[config.mk]
export PLATFORM = sky130hd
export DESIGN_NAME = window_discriminator
export DESIGN_NICKNAME = d
export VERILOG_FILES = /design/src/rtl/window_discriminator.sv
export SDC_FILE = /design/constraint.sdc
export NUM_CORES = 1
export LEC_CHECK = 0
export CAP_MARGIN = 10
export CORE_MARGIN = 3
export CORE_UTILIZATION = 38
export CTS_CLUSTER_SIZE = 12
export DETAILED_ROUTE_END_ITERATION = 8
export HOLD_SLACK_MARGIN = 0.05
export PLACE_DENSITY = 0.65
export SLEW_MARGIN = 25
export SYNTH_ARGS = -nofsm -noshare
export SYNTH_HDL_FRONTEND = slang
export SYNTH_SLANG_ARGS = --single-unit
[constraint.sdc]
create_clock -name adc_clk -period 11.3 [get_ports adc_clk]
set_input_delay 3.39 -clock adc_clk [delete_from_list [all_inputs] [get_ports adc_clk]]
set_output_delay 3.39 -clock adc_clk [all_outputs]
set_load 0.005 [all_outputs]
[src/rtl/window_discriminator.sv]
// Multi-channel SCA window discriminator with hysteretic level outputs and pulse qualification.
// Optional peak capture of accepted events is enabled by defining WD_PEAK_CAPTURE_EN.
module window_discriminator #(
  parameter int ADC_WIDTH        = 14,
  parameter int AXIS_TDATA_WIDTH = 32,
  parameter int NCH              = 2,
  parameter int HYST             = 10,
  parameter int MIN_WIDTH        = 4,
  parameter int CNT_WIDTH        = 32
) (
  input  logic                          adc_clk,
  input  logic                          rst,
  input  logic [NCH*AXIS_TDATA_WIDTH-1:0] adc_dat,
  input  logic [NCH*ADC_WIDTH-1:0]      thr_low,
  input  logic [NCH*ADC_WIDTH-1:0]      thr_high,
  input  logic                          clr_cnt,
  output logic [NCH-1:0]                vgl,
  output logic [NCH-1:0]                vgh,
  output logic [NCH-1:0]                evt_valid,
  output logic [NCH-1:0]                evt_reject,
  output logic [NCH*CNT_WIDTH-1:0]      evt_cnt,
  output logic [NCH*ADC_WIDTH-1:0]      peak
);

  // state  | meaning
  // IDLE   | below window, waiting for a rising crossing of thr_low+HYST
  // PULSE  | in window, width counted up to MIN_WIDTH
  // OVER   | pulse crossed thr_high+HYST, will be rejected when it falls
  typedef enum logic [1:0] {S_IDLE, S_PULSE, S_OVER} state_t;

  localparam int CW = ADC_WIDTH + 2;
  localparam int WW = $clog2(MIN_WIDTH + 1);
  localparam logic [WW-1:0]        WMAX   = WW'(MIN_WIDTH);
  localparam logic signed [CW-1:0] HYST_C = CW'(HYST);

  for (genvar c = 0; c < NCH; c++) begin : g_ch
    logic signed [ADC_WIDTH-1:0] d_s, tl_s, th_s;
    logic signed [CW-1:0]        d_x, tl_x, th_x;
    logic                        rise_l, fall_l, rise_h, fall_h;
    state_t                      state_q, state_d;
    logic [WW-1:0]               width_q, width_d;
    logic                        valid_d, reject_d;
    logic                        vgl_q, vgh_q, valid_q, reject_q;
    logic [CNT_WIDTH-1:0]        cnt_q;

    assign d_s  = adc_dat[c*AXIS_TDATA_WIDTH +: ADC_WIDTH];
    assign tl_s = thr_low[c*ADC_WIDTH +: ADC_WIDTH];
    assign th_s = thr_high[c*ADC_WIDTH +: ADC_WIDTH];

    if (AXIS_TDATA_WIDTH > ADC_WIDTH) begin : g_pad
      logic unused_lane_bits;
      assign unused_lane_bits = ^adc_dat[c*AXIS_TDATA_WIDTH+ADC_WIDTH +: AXIS_TDATA_WIDTH-ADC_WIDTH];
    end

    // Two guard bits so that threshold+HYST cannot wrap at full scale.
    assign d_x  = {{2{d_s[ADC_WIDTH-1]}}, d_s};
    assign tl_x = {{2{tl_s[ADC_WIDTH-1]}}, tl_s};
    assign th_x = {{2{th_s[ADC_WIDTH-1]}}, th_s};

    assign rise_l = d_x > (tl_x + HYST_C);
    assign fall_l = d_x < tl_x;
    assign rise_h = d_x > (th_x + HYST_C);
    assign fall_h = d_x < th_x;

    always_comb begin
      state_d  = state_q;
      width_d  = width_q;
      valid_d  = 1'b0;
      reject_d = 1'b0;
      case (state_q)
        S_IDLE: begin
          if (rise_l) begin
            width_d = WW'(1);
            state_d = rise_h ? S_OVER : S_PULSE;
          end
        end
        S_PULSE: begin
          if (fall_l) begin
            state_d = S_IDLE;
            width_d = '0;
            if (width_q >= WMAX) valid_d = 1'b1;
            else                 reject_d = 1'b1;
          end else if (rise_h) begin
            state_d = S_OVER;
          end else if (width_q < WMAX) begin
            width_d = width_q + 1'b1;
          end
        end
        S_OVER: begin
          if (fall_l) begin
            state_d  = S_IDLE;
            width_d  = '0;
            reject_d = 1'b1;
          end
        end
        default: state_d = S_IDLE;
      endcase
    end

    always_ff @(posedge adc_clk) begin
      if (!rst) begin
        state_q  <= S_IDLE;
        width_q  <= '0;
        vgl_q    <= 1'b0;
        vgh_q    <= 1'b0;
        valid_q  <= 1'b0;
        reject_q <= 1'b0;
        cnt_q    <= '0;
      end else begin
        state_q  <= state_d;
        width_q  <= width_d;
        valid_q  <= valid_d;
        reject_q <= reject_d;
        if (rise_l)      vgl_q <= 1'b1;
        else if (fall_l) vgl_q <= 1'b0;
        if (rise_h)      vgh_q <= 1'b1;
        else if (fall_h) vgh_q <= 1'b0;
        // Clear wins over a coincident increment.
        if (clr_cnt)                cnt_q <= '0;
        else if (valid_d && ~&cnt_q) cnt_q <= cnt_q + 1'b1;
      end
    end

    assign vgl[c]        = vgl_q;
    assign vgh[c]        = vgh_q;
    assign evt_valid[c]  = valid_q;
    assign evt_reject[c] = reject_q;
    assign evt_cnt[c*CNT_WIDTH +: CNT_WIDTH] = cnt_q;

`ifdef WD_PEAK_CAPTURE_EN
    logic signed [ADC_WIDTH-1:0] max_q, peak_q;

    always_ff @(posedge adc_clk) begin
      if (!rst) begin
        max_q  <= '0;
        peak_q <= '0;
      end else begin
        if (state_q == S_IDLE && state_d == S_PULSE)          max_q <= d_s;
        else if (state_q == S_PULSE && !fall_l && d_s > max_q) max_q <= d_s;
        if (valid_d) peak_q <= max_q;
      end
    end

    assign peak[c*ADC_WIDTH +: ADC_WIDTH] = peak_q;
`else
    assign peak[c*ADC_WIDTH +: ADC_WIDTH] = '0;
`endif
  end

endmodule
# Word level (Yosys, flattened, before mapping)
# Index checks and enable logic that the tools add are counted.
word_totals:
  reg_bits: 82
  latch_bits: 0
  ramBits: 0
  rom_bits: 0
  input_bits: 123
  wordCells: 114
  n_memories: 0
op_classes:
  add_sub_neg: 8
  multipliers: 0
  div: 0
  order_cmp: 12
  eq_ne: 14
  shift: 0
  n_mux: 46
  bitwise_logic: 1
  reduce_logical: 19
ops:
  columns: ["cell", "count"]
  rows:
  - ["$add 32x1->32 const B", 2]
  - ["$reduce_and 32->1", 2]
  - ["$add 14x5->15 const B", 4]
  - ["$gt 14x15->1", 4]
  - ["$lt 14x14->1", 4]
  - ["$mux 3", 10]
  - ["$mux 1", 20]
  - ["$mux 2", 10]
  - ["$ne 3x3->1 const B", 6]
  - ["$pmux 3 s3", 2]
  - ["$pmux 2 s3", 2]
  - ["$reduce_and 5->1", 2]
  - ["$ne 2x2->1 const B", 4]
  - ["$reduce_bool 2->1", 4]
  - ["$add 3x1->3 const B", 2]
  - ["$ge 3x3->1 const B", 2]
  - ["$lt 3x3->1 const B", 2]
  - ["$reduce_and 3->1", 2]
  - ["$reduce_bool 3->1", 2]
  - ["$eq 2x1->1 const B", 2]
  - ["$eq 2x2->1 const B", 2]
  - ["$logic_not 2->1", 2]
  - ["$pmux 1 s2", 2]
  - ["$logic_and 1x1->1", 2]
  - ["other kinds (3)", 4]

# Logic depth before layout (Yosys ltp)
# Gate-level depths: netlist (run 1).
depth:
  depth_word: 5
  depth_mapped: 15
  depth_no_buf: 14

# Worst setup path after synthesis (run 1)
# OpenSTA, ideal clock, no wires.
synth_path:
  kind: "in2reg"
  start: "in thr_low[4]"
  end: "reg g_ch[0].width_q[1]"
  t_arrival_ns: 6.053
  t_required_ns: 11.213
  slack_ns: 5.160
  stages: 15
  path_buffers: 1
  path_cell_list: "inv_1 nor3_1 nand3_1 nor2_1 nand4_1 xnor2_1 ha_1 nand4_1 nor3_1 or4_1 o21ai_1 a21o_1 buf_2 or4_1 o31ai_1"
synth_between:
  elab_chain_len: 4
  word_cells_on_any_way: 10
  classes_between: "add/sub: 1; order compare: 2; eq/ne: 4; mux: 2; reduce/logical: 1"
synth_rtl:
  columns: ["item", "line_no", "source"]
  rows:
  - ["from (decl)", "14", "input logic [NCH*ADC_WIDTH-1:0] thr_low,"]
  - ["$add 14x5->15", "60", "assign rise_l = d_x > (tl_x + HYST_C);"]
  - ["$gt 14x15->1", "60", null]
  - ["$ne 2x2->1 (no line)", null, null]
  - ["$reduce_and 5->1 (no line)", null, null]
  - ["to (signal assigned)", "111", "width_q <= width_d;"]
  - ["to (decl)", "41", "logic [WW-1:0] width_q, width_d;"]
# Parallel ways exist; a longest one is shown, timed or not.
# A chain may end at the register's enable or synchronous reset.

# Final worst setup path (run 1)
layout_path:
  start: "in thr_high[20]"
  end: "reg g_ch[1].width_q[0]"
layout_between:
  elab_chain_len: 4
layout_rtl:
  columns: ["item", "line_no", "source"]
  rows:
  - ["from (decl)", "15", "input logic [NCH*ADC_WIDTH-1:0] thr_high,"]
  - ["$add 14x5->15", "62", "assign rise_h = d_x > (th_x + HYST_C);"]
  - ["$gt 14x15->1", "62", null]
  - ["$ne 3x3->1 (no line)", null, null]
  - ["$reduce_and 5->1 (no line)", null, null]
  - ["to (signal assigned)", "111", null]
  - ["to (decl)", "41", null]
# No other way between the ends.

==> impl_metrics.toml, run 1 <==
[status]
status = "completed"

[floorplanning]
die_h_um = 153
die_area_um2 = 23400
io_pins = 223
initial_utilization_pct = 38.9
num_rows = 53
die_w_um = 153
core_um2 = 21100

[placement]
portBuffers = 158
dpl.cell_count = 1436
finalWeightedCongestion = 0.851
hpwl_um = 17200

[final_layout]
final_nets = 1425
final_cells = 1452
syn_to_final_growth_pct = 23.4
fill_cells = 2120
drive_gt1_share_pct = 4.93
antenna_cells = 0

[routing]
drt-total-wl_um = 21500
num_vias = 7761
route.detailed.drc = 0
detail-route-antenna-nets = 0
viasPerCell = 5.35
drt_iter0_drc = 339
wl_per_cell_um = 14.8
drtPass1Iterations = 4

[worst_setup_path]
rrSetupSlack_ns = 8.65
criticalPathCategory = "in2reg"
worst_path_max_delay_cell = "clkdlybuf4s50_1"
critPathMaxFanout = 6
cp.required_ns = 11.59
crit_chain = "clkdlybuf4s50_1, inv_1, nor3_1, nand3_1, nor2_1, nand4_1, xnor2_1, ha_1, and3_1, a22o_1, nor3b_1, a211oi_1, buf_4, or2_2, a211oi_1, o221a_2"
critPathLaunchType = "input pin"
timing.critical_path.mode_cell = "a211oi_1"
critPathCaptureType = "flop"
worst_ep_arrival_time_ns = 6.96
slowest_delay_ns = 0.52

[cts]
clk_path_buf_depth = 2
clock_latency_ns = 0.34
clkSinkCount = 82
htree_levels = 3
ctsResizeCount = 0
tritoncts = "done"
cts_made_buffers = 9
post-cts-setup-buffer-count = 0
root_buffer = "clkbuf_16"
cts_hold_buf = 0
clk_pin_slew_worst_paths_ns = 0.06

[logic_synthesis]
synthDistinctLibCells = 80
yosysSeqAreaShare_pct = 20.0
yosys.area_share.simple_pct = 25.5
yosys_register_bits = 82
synthCells = 1033
synth_area_per_cell_um2 = 7.94
synth_top_family_by_area = "simple AND/OR/NAND/NOR gates"
synth_xor_xnor_area_share_pct = 6.41
netlist.area_leader.share_pct = 20.0
synth_top_area_cell = "dfxtp_1"
ys_async_sr_fraction_pct = 0
synth_mux_area_share_pct = 0.611
synth.area.top_cells = "dfxtp_1 20%, ha_1 20%, xnor2_1 5.9%"
synth_compound_area_share_pct = 18.4
ys_dominant_reg_cell = "dfxtp_1"
yosys_warnings = 0
syn_area_um2 = 8200
yosys.area_share.adder_pct = 19.8
synth_edf_count = 0

[power_and_ir_drop]
peakVddDrop_uv = 74.0
p_leak_nw = 3.97
power.density_nw_per_um2 = 82.9

[sta]
totalNegativeSetupSlack_ns = 0
hold_viol = 0
clock.fmax_mhz = 150
final_max_slew_viol_count = 0
worstMarginPinSlew_ns = 0.766
fin_crit_ns = 6.67
setup_violations = 0
relSlewSlack_pct = 48.8
fin_skew_ns = 0.00854
rsz0062_at_grt = "no"
finalCritPeriodShare_pct = 59.1

[global_routing]
grt.overflow.total = 0
grt_use_met1_pct = 23.7
grt_pass1_wl_um = 36400
grt-busiest-layer = "met2"
gr-usage-all-layers_pct = 18.2
grt_max_degree = 62
gr-usage-met3_pct = 3.20
grtUsageMet2_pct = 32.2
grt_pass1_vias = 7406
antenna_found_initial = 0

[worst_hold_path]
hold_class = "reg2reg"

[flow_run]
cap_violations = 0
## final timing paths
check	cells past startpoint	to	startpoint
worst max-delay path	16	g_ch[1].width_q[0]	thr_high[20]
worst min-delay path	2	g_ch[1].width_q[1]	g_ch[1].width_q[1]
worst max register to register	6	g_ch[0].cnt_q[14]	g_ch[0].cnt_q[4]
worst min register to register	2	g_ch[1].width_q[1]	g_ch[1].width_q[1]
## through the flow
stage                     total power [mW]  worst slack, ns  hold WS, ns  cell area, µm²  utilization, %
after floorplan                      0.489             5.16        0.455            8300               -
after global placement               0.569             4.36        0.474            9850            46.7
after detailed placement             0.572             4.31        0.482            9850            46.7
after CTS                            0.850             4.65        0.491           10100            48.0
after global routing                 0.902             4.34        0.530           10100            48.0
final                                0.839             4.63        0.489           10100            48.0
## layout by cell type (no fill, tap or decap), drive strengths merged, types with 24 or more instances in the layout
cell type / instances
clkdlybuf4s50: 158
ha: 130
inv: 90
nand2: 89
dfxtp: 82
nor2: 70
a21oi: 64
xnor2: 55
nand4: 41
o21ai: 39
nand3: 31
nor3: 31
conb: 28
or4: 24
## cell type report
type	instances	area, µm²	area share, %
well taps	275	344	3.40
clock buffers	10	229	2.26
inverters	90	338	3.34
repair buffers	162	1610	15.9
multi-input cells	827	5910	58.4
clock inverters	6	42.5	0.420
flip-flops and latches	82	1640	16.2
## routing by layer
metal / vias up / share of wire, %
met5: - / 0
met4: 0 / 0.79
met3: 12 / 4.2
met2: 159 / 48
met1: 3586 / 47
li1: 4004 / -
## registers in the layout, summed over array words and instances (netlist names)
signal / count
g_ch.vgh_q: 2
g_ch.cnt_q: 64
g_ch.reject_q: 2
g_ch.state_q: 4
g_ch.vgl_q: 2
g_ch.width_q: 6
g_ch.valid_q: 2
## synthesized netlist by cell type, drive strengths merged, types with 6 or more instances
cell    number
buf         47
a21oi       64
nor2        70
nand4       41
dfxtp       82
or3         16
o21ai       39
ha         130
and2         6
a211oi      10
o31a         6
and3        10
nor4        14
nand3       31
a21o        10
nor3        31
clkbuf      14
nand2b       6
or4         24
a31oi        9
and4         7
xnor2       55
o211ai      15
nand2       89
or2          9
nor2b        7
inv         89
o21a        11
o31ai       18
## cell families after synthesis
logic type / Yosys count
buffers and inverters: 151
multiplexers: 5
flip-flops: 82
XOR/XNOR: 60
other: 1
AND/OR/NAND/NOR: 382
adder cells (fa/ha/maj): 130
AO/OA/AOI/OAI: 222
## worst max-delay path: cells and delay by family
family	cells	cell delay, ns
fa+ha+maj	1	0.29
buf+inv	3	0.77
xor+xnor	1	0.15
simple gates	7	1.50
compound gates	4	0.84
## where the power goes
group	total, mW	switching [mW]	internal, mW
logic	0.261	0.141	0.120
clock network	0.273	0.123	0.149
registers	0.305	0.00702	0.298
total	0.839	0.271	0.568
Note: power is estimated with default switching activity, not from simulation.
==> run 2: changes to the inputs <==
PLACE_DENSITY = 0.68   (was 0.65)
clock period = 6.05 ns   (was 11.3 ns; I/O delays follow)
==> impl_metrics.toml, run 2 (same netlist as run 1, synthesis figures left out) <==
[power_and_ir_drop]
p_leak_nw = 3.99
p_sw_share_pct = 32.8
power.density_nw_per_um2 = 158
peakVddDrop_uv = 139
combPwrFrac_pct = 30.8
power_switching_uw = 526
p_int_mw = 1.08
p_clk_share_pct = 33.7
seqPwrFrac_pct = 35.5

[sta]
final_max_slew_viol_count = 0
holdWs_ns = 0.487
hold_viol = 0
fin_crit_ns = 5.12
setup_violations = 0
totalNegativeSetupSlack_ns = 0
clock.fmax_mhz = 195
fin_skew_ns = 0.00851
worstMarginPinSlew_ns = 0.997
rsz0062_at_grt = "no"
finalCritPeriodShare_pct = 84.7
relSlewSlack_pct = 33.6

[worst_hold_path]
min_path_cells = 2
hold_class = "reg2reg"

[worst_setup_path]
rrSetupSlack_ns = 3.09
worst_ep_arrival_time_ns = 5.34
crit_chain = "clkdlybuf4s50_1, inv_1, nor3_1, nand3_1, nor2_1, nand4_1, xnor2_1, ha_1, and3_1, nand4_1, nor3b_1, a211oi_1, buf_4, and4b_2, o21ai_0, a21oi_1"
worst_path_max_delay_cell = "a211oi_1"
criticalPathCategory = "in2reg"
critPathMaxFanout = 5
critPathLaunchType = "input pin"
timing.critical_path.mode_cell = "nand4_1"
cp.required_ns = 6.27
slowest_delay_ns = 0.54
critPathCaptureType = "flop"
rr_worst_depth = 7

[routing]
drtPass1Iterations = 5
wl_per_cell_um = 15.1
detail-route-antenna-nets = 0
viasPerCell = 5.42
num_vias = 7886
drt-total-wl_um = 22000
route.detailed.drc = 0
drt_iter0_drc = 336

[floorplanning]
die_h_um = 153
core_um2 = 21100
die_w_um = 153
num_rows = 53
initial_utilization_pct = 38.9
die_area_um2 = 23400
io_pins = 223

[global_routing]
grt_pass1_wl_um = 36300
antenna_found_initial = 0
gr-usage-all-layers_pct = 18.2
grt_pass1_vias = 7474
grt_max_degree = 42
grt.overflow.total = 0

[cts]
clock_latency_ns = 0.35
ctsResizeCount = 0
root_buffer = "clkbuf_16"
clk_path_buf_depth = 2
htree_levels = 3
clk_pin_slew_worst_paths_ns = 0.06
clkSinkCount = 82
tritoncts = "done"
cts_made_buffers = 9
cts_hold_buf = 0
post-cts-setup-buffer-count = 0

[flow_run]
cap_violations = 0

[final_layout]
antenna_cells = 0
drive_gt1_share_pct = 5.09
multiInputGateArea_um2 = 5910
mostFrequentLayoutCells = "158 x clkdlybuf4s50_1, 130 x ha_1, 89 x inv_1, 89 x nand2_1, 82 x dfxtp_1"
reg_top3 = "g_ch.cnt_q x64, g_ch.width_q x6, g_ch.state_q x4"
regMostFlops = "g_ch.cnt_q"
final_nets = 1427
seq_area_um2 = 1640
final_common_cell = "clkdlybuf4s50_1"
fill_cells = 2074
largest_reg_flops = 64
syn_to_final_growth_pct = 23.8

[placement]
hpwl_um = 17500
finalWeightedCongestion = 0.891
portBuffers = 158

[status]
status = "completed"
==> run 2: power by group through the flow <==
| stage | logic [mW] | registers [mW] | clock network, mW |
|---|---|---|---|
| after floorplan | 0.335 | 0.579 | 0 |
| after global placement | 0.480 | 0.581 | 0 |
| after detailed placement | 0.490 | 0.582 | 0 |
| after CTS | 0.494 | 0.570 | 0.556 |
| after global routing | 0.557 | 0.572 | 0.578 |
| final | 0.493 | 0.570 | 0.540 |
==> run 2: per-stage QoR <==
stage               instance area (µm²)  cells  utilization, %  total power, mW  worst slack (ns)
floorplan                          8300   1060               -            0.914              1.48
detailed placement                 9860   1438            46.8             1.07             0.550
global placement                   9860   1438            46.8             1.06             0.564
CTS                               10100   1454            48.1             1.62             0.884
finish                            10100   1454            48.1             1.60             0.927
global route                      10100   1454            48.1             1.71             0.666
==> run 2: final timing paths <==
| kind | start | to |
|---|---|---|
| worst min register to register | g_ch[1].width_q[1] | g_ch[1].width_q[1] |
| worst max-delay path | thr_high[20] | g_ch[1].state_q[0] |
| worst min-delay path | g_ch[1].width_q[1] | g_ch[1].width_q[1] |
| worst max register to register | g_ch[1].cnt_q[7] | g_ch[1].cnt_q[7] |
==> run 2: layout make-up <==
type	instances	share of cell area, %
inverters	90	3.33
clock buffers	10	2.35
clock inverters	6	0.468
flip-flops and latches	82	16.2
multi-input cells	827	58.3
well taps	275	3.39
repair buffers	164	16.0
==> run 2: metal layers <==
| metal | GRT usage (%) | part of all wire, % | up-vias |
|---|---|---|---|
| met2 | 32.1 | 48 | 191 |
| li1 | - | - | 4022 |
| met1 | 23.3 | 46 | 3657 |
| met4 | 3.86 | 1.3 | 0 |
| met5 | 0 | 0 | - |
| met3 | 3.26 | 4.4 | 16 |
==> run 2: critical path, delay by kind of cell <==
family / cells / cell delay [ns]
xor gates and xnor gates: 1 / 0.16
AOI/OAI and AO/OA: 3 / 0.78
adders and majority gates: 1 / 0.29
and+or+nand+nor: 8 / 1.46
buffers and inverters: 3 / 0.83
==> run 3: changes to the inputs <==
PLACE_DENSITY = 0.65   (was 0.68)
clock period = 4.8 ns   (was 6.05 ns; I/O delays follow)
==> impl_metrics.toml, run 3 (same netlist as run 1, synthesis figures left out) <==
[cts]
cts_hold_buf = 0
htree_levels = 3
tritoncts = "done"
cts_made_buffers = 9
clk_pin_slew_worst_paths_ns = 0.06
clk_path_buf_depth = 2
root_buffer = "clkbuf_16"
clkSinkCount = 82
clock_latency_ns = 0.35

[sta]
fin_crit_ns = 4.54
final_max_slew_viol_count = 0
finalCritPeriodShare_pct = 94.6
clock.fmax_mhz = 220
relSlewSlack_pct = 36.0
hold_viol = 0
setup_violations = 0
worstMarginPinSlew_ns = 0.959
totalNegativeSetupSlack_ns = 0
fin_skew_ns = 0.0101

[floorplanning]
die_area_um2 = 23400
io_pins = 223
core_um2 = 21100
num_rows = 53
initial_utilization_pct = 38.9
die_w_um = 153
die_h_um = 153

[worst_setup_path]
criticalPathCategory = "in2reg"
worst_path_max_delay_cell = "clkdlybuf4s50_1"
cp_top_family = "simple AND/OR/NAND/NOR gates"
critPathCaptureType = "flop"
rr_worst_depth = 7
critPathMaxFanout = 4
critPathLaunchType = "input pin"
crit_chain = "clkdlybuf4s50_1, inv_1, nor3_1, buf_4, nand3_2, nor2_2, nand4_1, xnor2_1, ha_1, and3_1, a22o_1, nor3_1, a211oi_1, buf_4, or2_2, a211oi_2, o221a_2"
slowest_delay_ns = 0.48
worst_ep_arrival_time_ns = 4.83
cp.depth = 17
cp_num_buf_inv = 4
cp.required_ns = 5.09

[global_routing]
grt_pass1_vias = 7571
grt_pass1_wl_um = 36500
grt.overflow.total = 0
antenna_found_initial = 0
gr-usage-all-layers_pct = 18.2
grt_max_degree = 48

[placement]
dpl.cell_count = 1483
dpl_cell_area_um2 = 10200
finalWeightedCongestion = 0.868
portBuffers = 158
hpwl_um = 17900

[power_and_ir_drop]
p_leak_nw = 4.21
power.density_nw_per_um2 = 197
peakVddDrop_uv = 216

[routing]
viasPerCell = 5.36
drt_iter0_drc = 338
drt-total-wl_um = 22400
num_vias = 8023
detail-route-antenna-nets = 0
drtPass1Iterations = 5
route.detailed.drc = 0
wl_per_cell_um = 14.9

[final_layout]
antenna_cells = 0
finalInstanceArea_um2 = 10500
largest_reg_flops = 64
final_nets = 1472
mostFrequentLayoutCells = "158 x clkdlybuf4s50_1, 130 x ha_1, 89 x inv_1, 89 x nand2_1, 82 x dfxtp_1"
fin_util_pct = 50.0
regMostFlops = "g_ch.cnt_q"
final_common_cell = "clkdlybuf4s50_1"
seq_area_um2 = 1640
multiInputGateArea_um2 = 5940
syn_to_final_growth_pct = 28.5
drive_gt1_share_pct = 9.08
final_cells = 1498
reg_top3 = "g_ch.cnt_q x64, g_ch.width_q x6, g_ch.state_q x4"
fill_cells = 2075

[worst_hold_path]
hold_class = "reg2reg"
min_path_cells = 2

[flow_run]
cap_violations = 0

[status]
status = "completed"
run 3: changes by cell type in the layout (fill, tap and decap cells not counted), sizes merged:
cell      change
buf          +45
bufinv        +1
clkbuf        -1
clkinvlp      +1
inv           -2
run 3: where the power goes:
| group | total (mW) | switching, mW | internal, mW |
|---|---|---|---|
| combinational | 0.663 | 0.345 | 0.318 |
| sequential | 0.719 | 0.0169 | 0.702 |
| clock | 0.698 | 0.296 | 0.402 |
| total | 2.08 | 0.658 | 1.42 |
run 3: final cells by class:
cell class / count / area share (%)
timing repair buffer: 209 / 18.8
sequential: 82 / 15.6
clock buffer: 9 / 2.14
clock inverter: 6 / 0.641
multi-input combinational: 827 / 56.4
inverter: 90 / 3.21
tap: 275 / 3.27
run 3: tightest hold or removal path, cell delays in order (launching register included):
cell,delay [ns]
dfxtp_1,0.32
nand2_1,0.06
o32ai_1,0.06
run 3: what timing repair did:
| action | CTS | global route |
|---|---|---|
| resized for setup | 0 | 7 |
| setup buffers | 0 | 0 |
| endpoints found under the setup margin | 0 | 7 |
run 3: per-stage QoR:
stage          setup WS (ns)  hold WS (ns)  total power [mW]
2_1_floorplan          0.610         0.455              1.15
3_3_place_gp          -0.106         0.475              1.38
3_5_place_dp          -0.135         0.486              1.39
4_1_cts                0.185         0.495              2.09
5_1_grt              -0.0167         0.518              2.21
6_report               0.261         0.489              2.08
run 3: per-layer routing:
layer / global-route usage, % / routed length, µm / vias to the layer above
met1: 22.8 / 10000 / 3710
li1: - / - / 4099
met2: 32.7 / 11000 / 194
met4: 3.44 / 263 / 0
met3: 3.77 / 1050 / 20
met5: 0 / 0 / -
run 3: final timing paths:
kind                                         start            endpoint  slack [ns]
worst max-delay path                  thr_high[20]  g_ch[1].width_q[0]        0.26
worst min-delay path            g_ch[1].width_q[1]  g_ch[1].width_q[1]        0.49
worst max register to register    g_ch[0].cnt_q[4]   g_ch[0].cnt_q[24]        2.27
worst min register to register  g_ch[1].width_q[1]  g_ch[1].width_q[1]        0.49
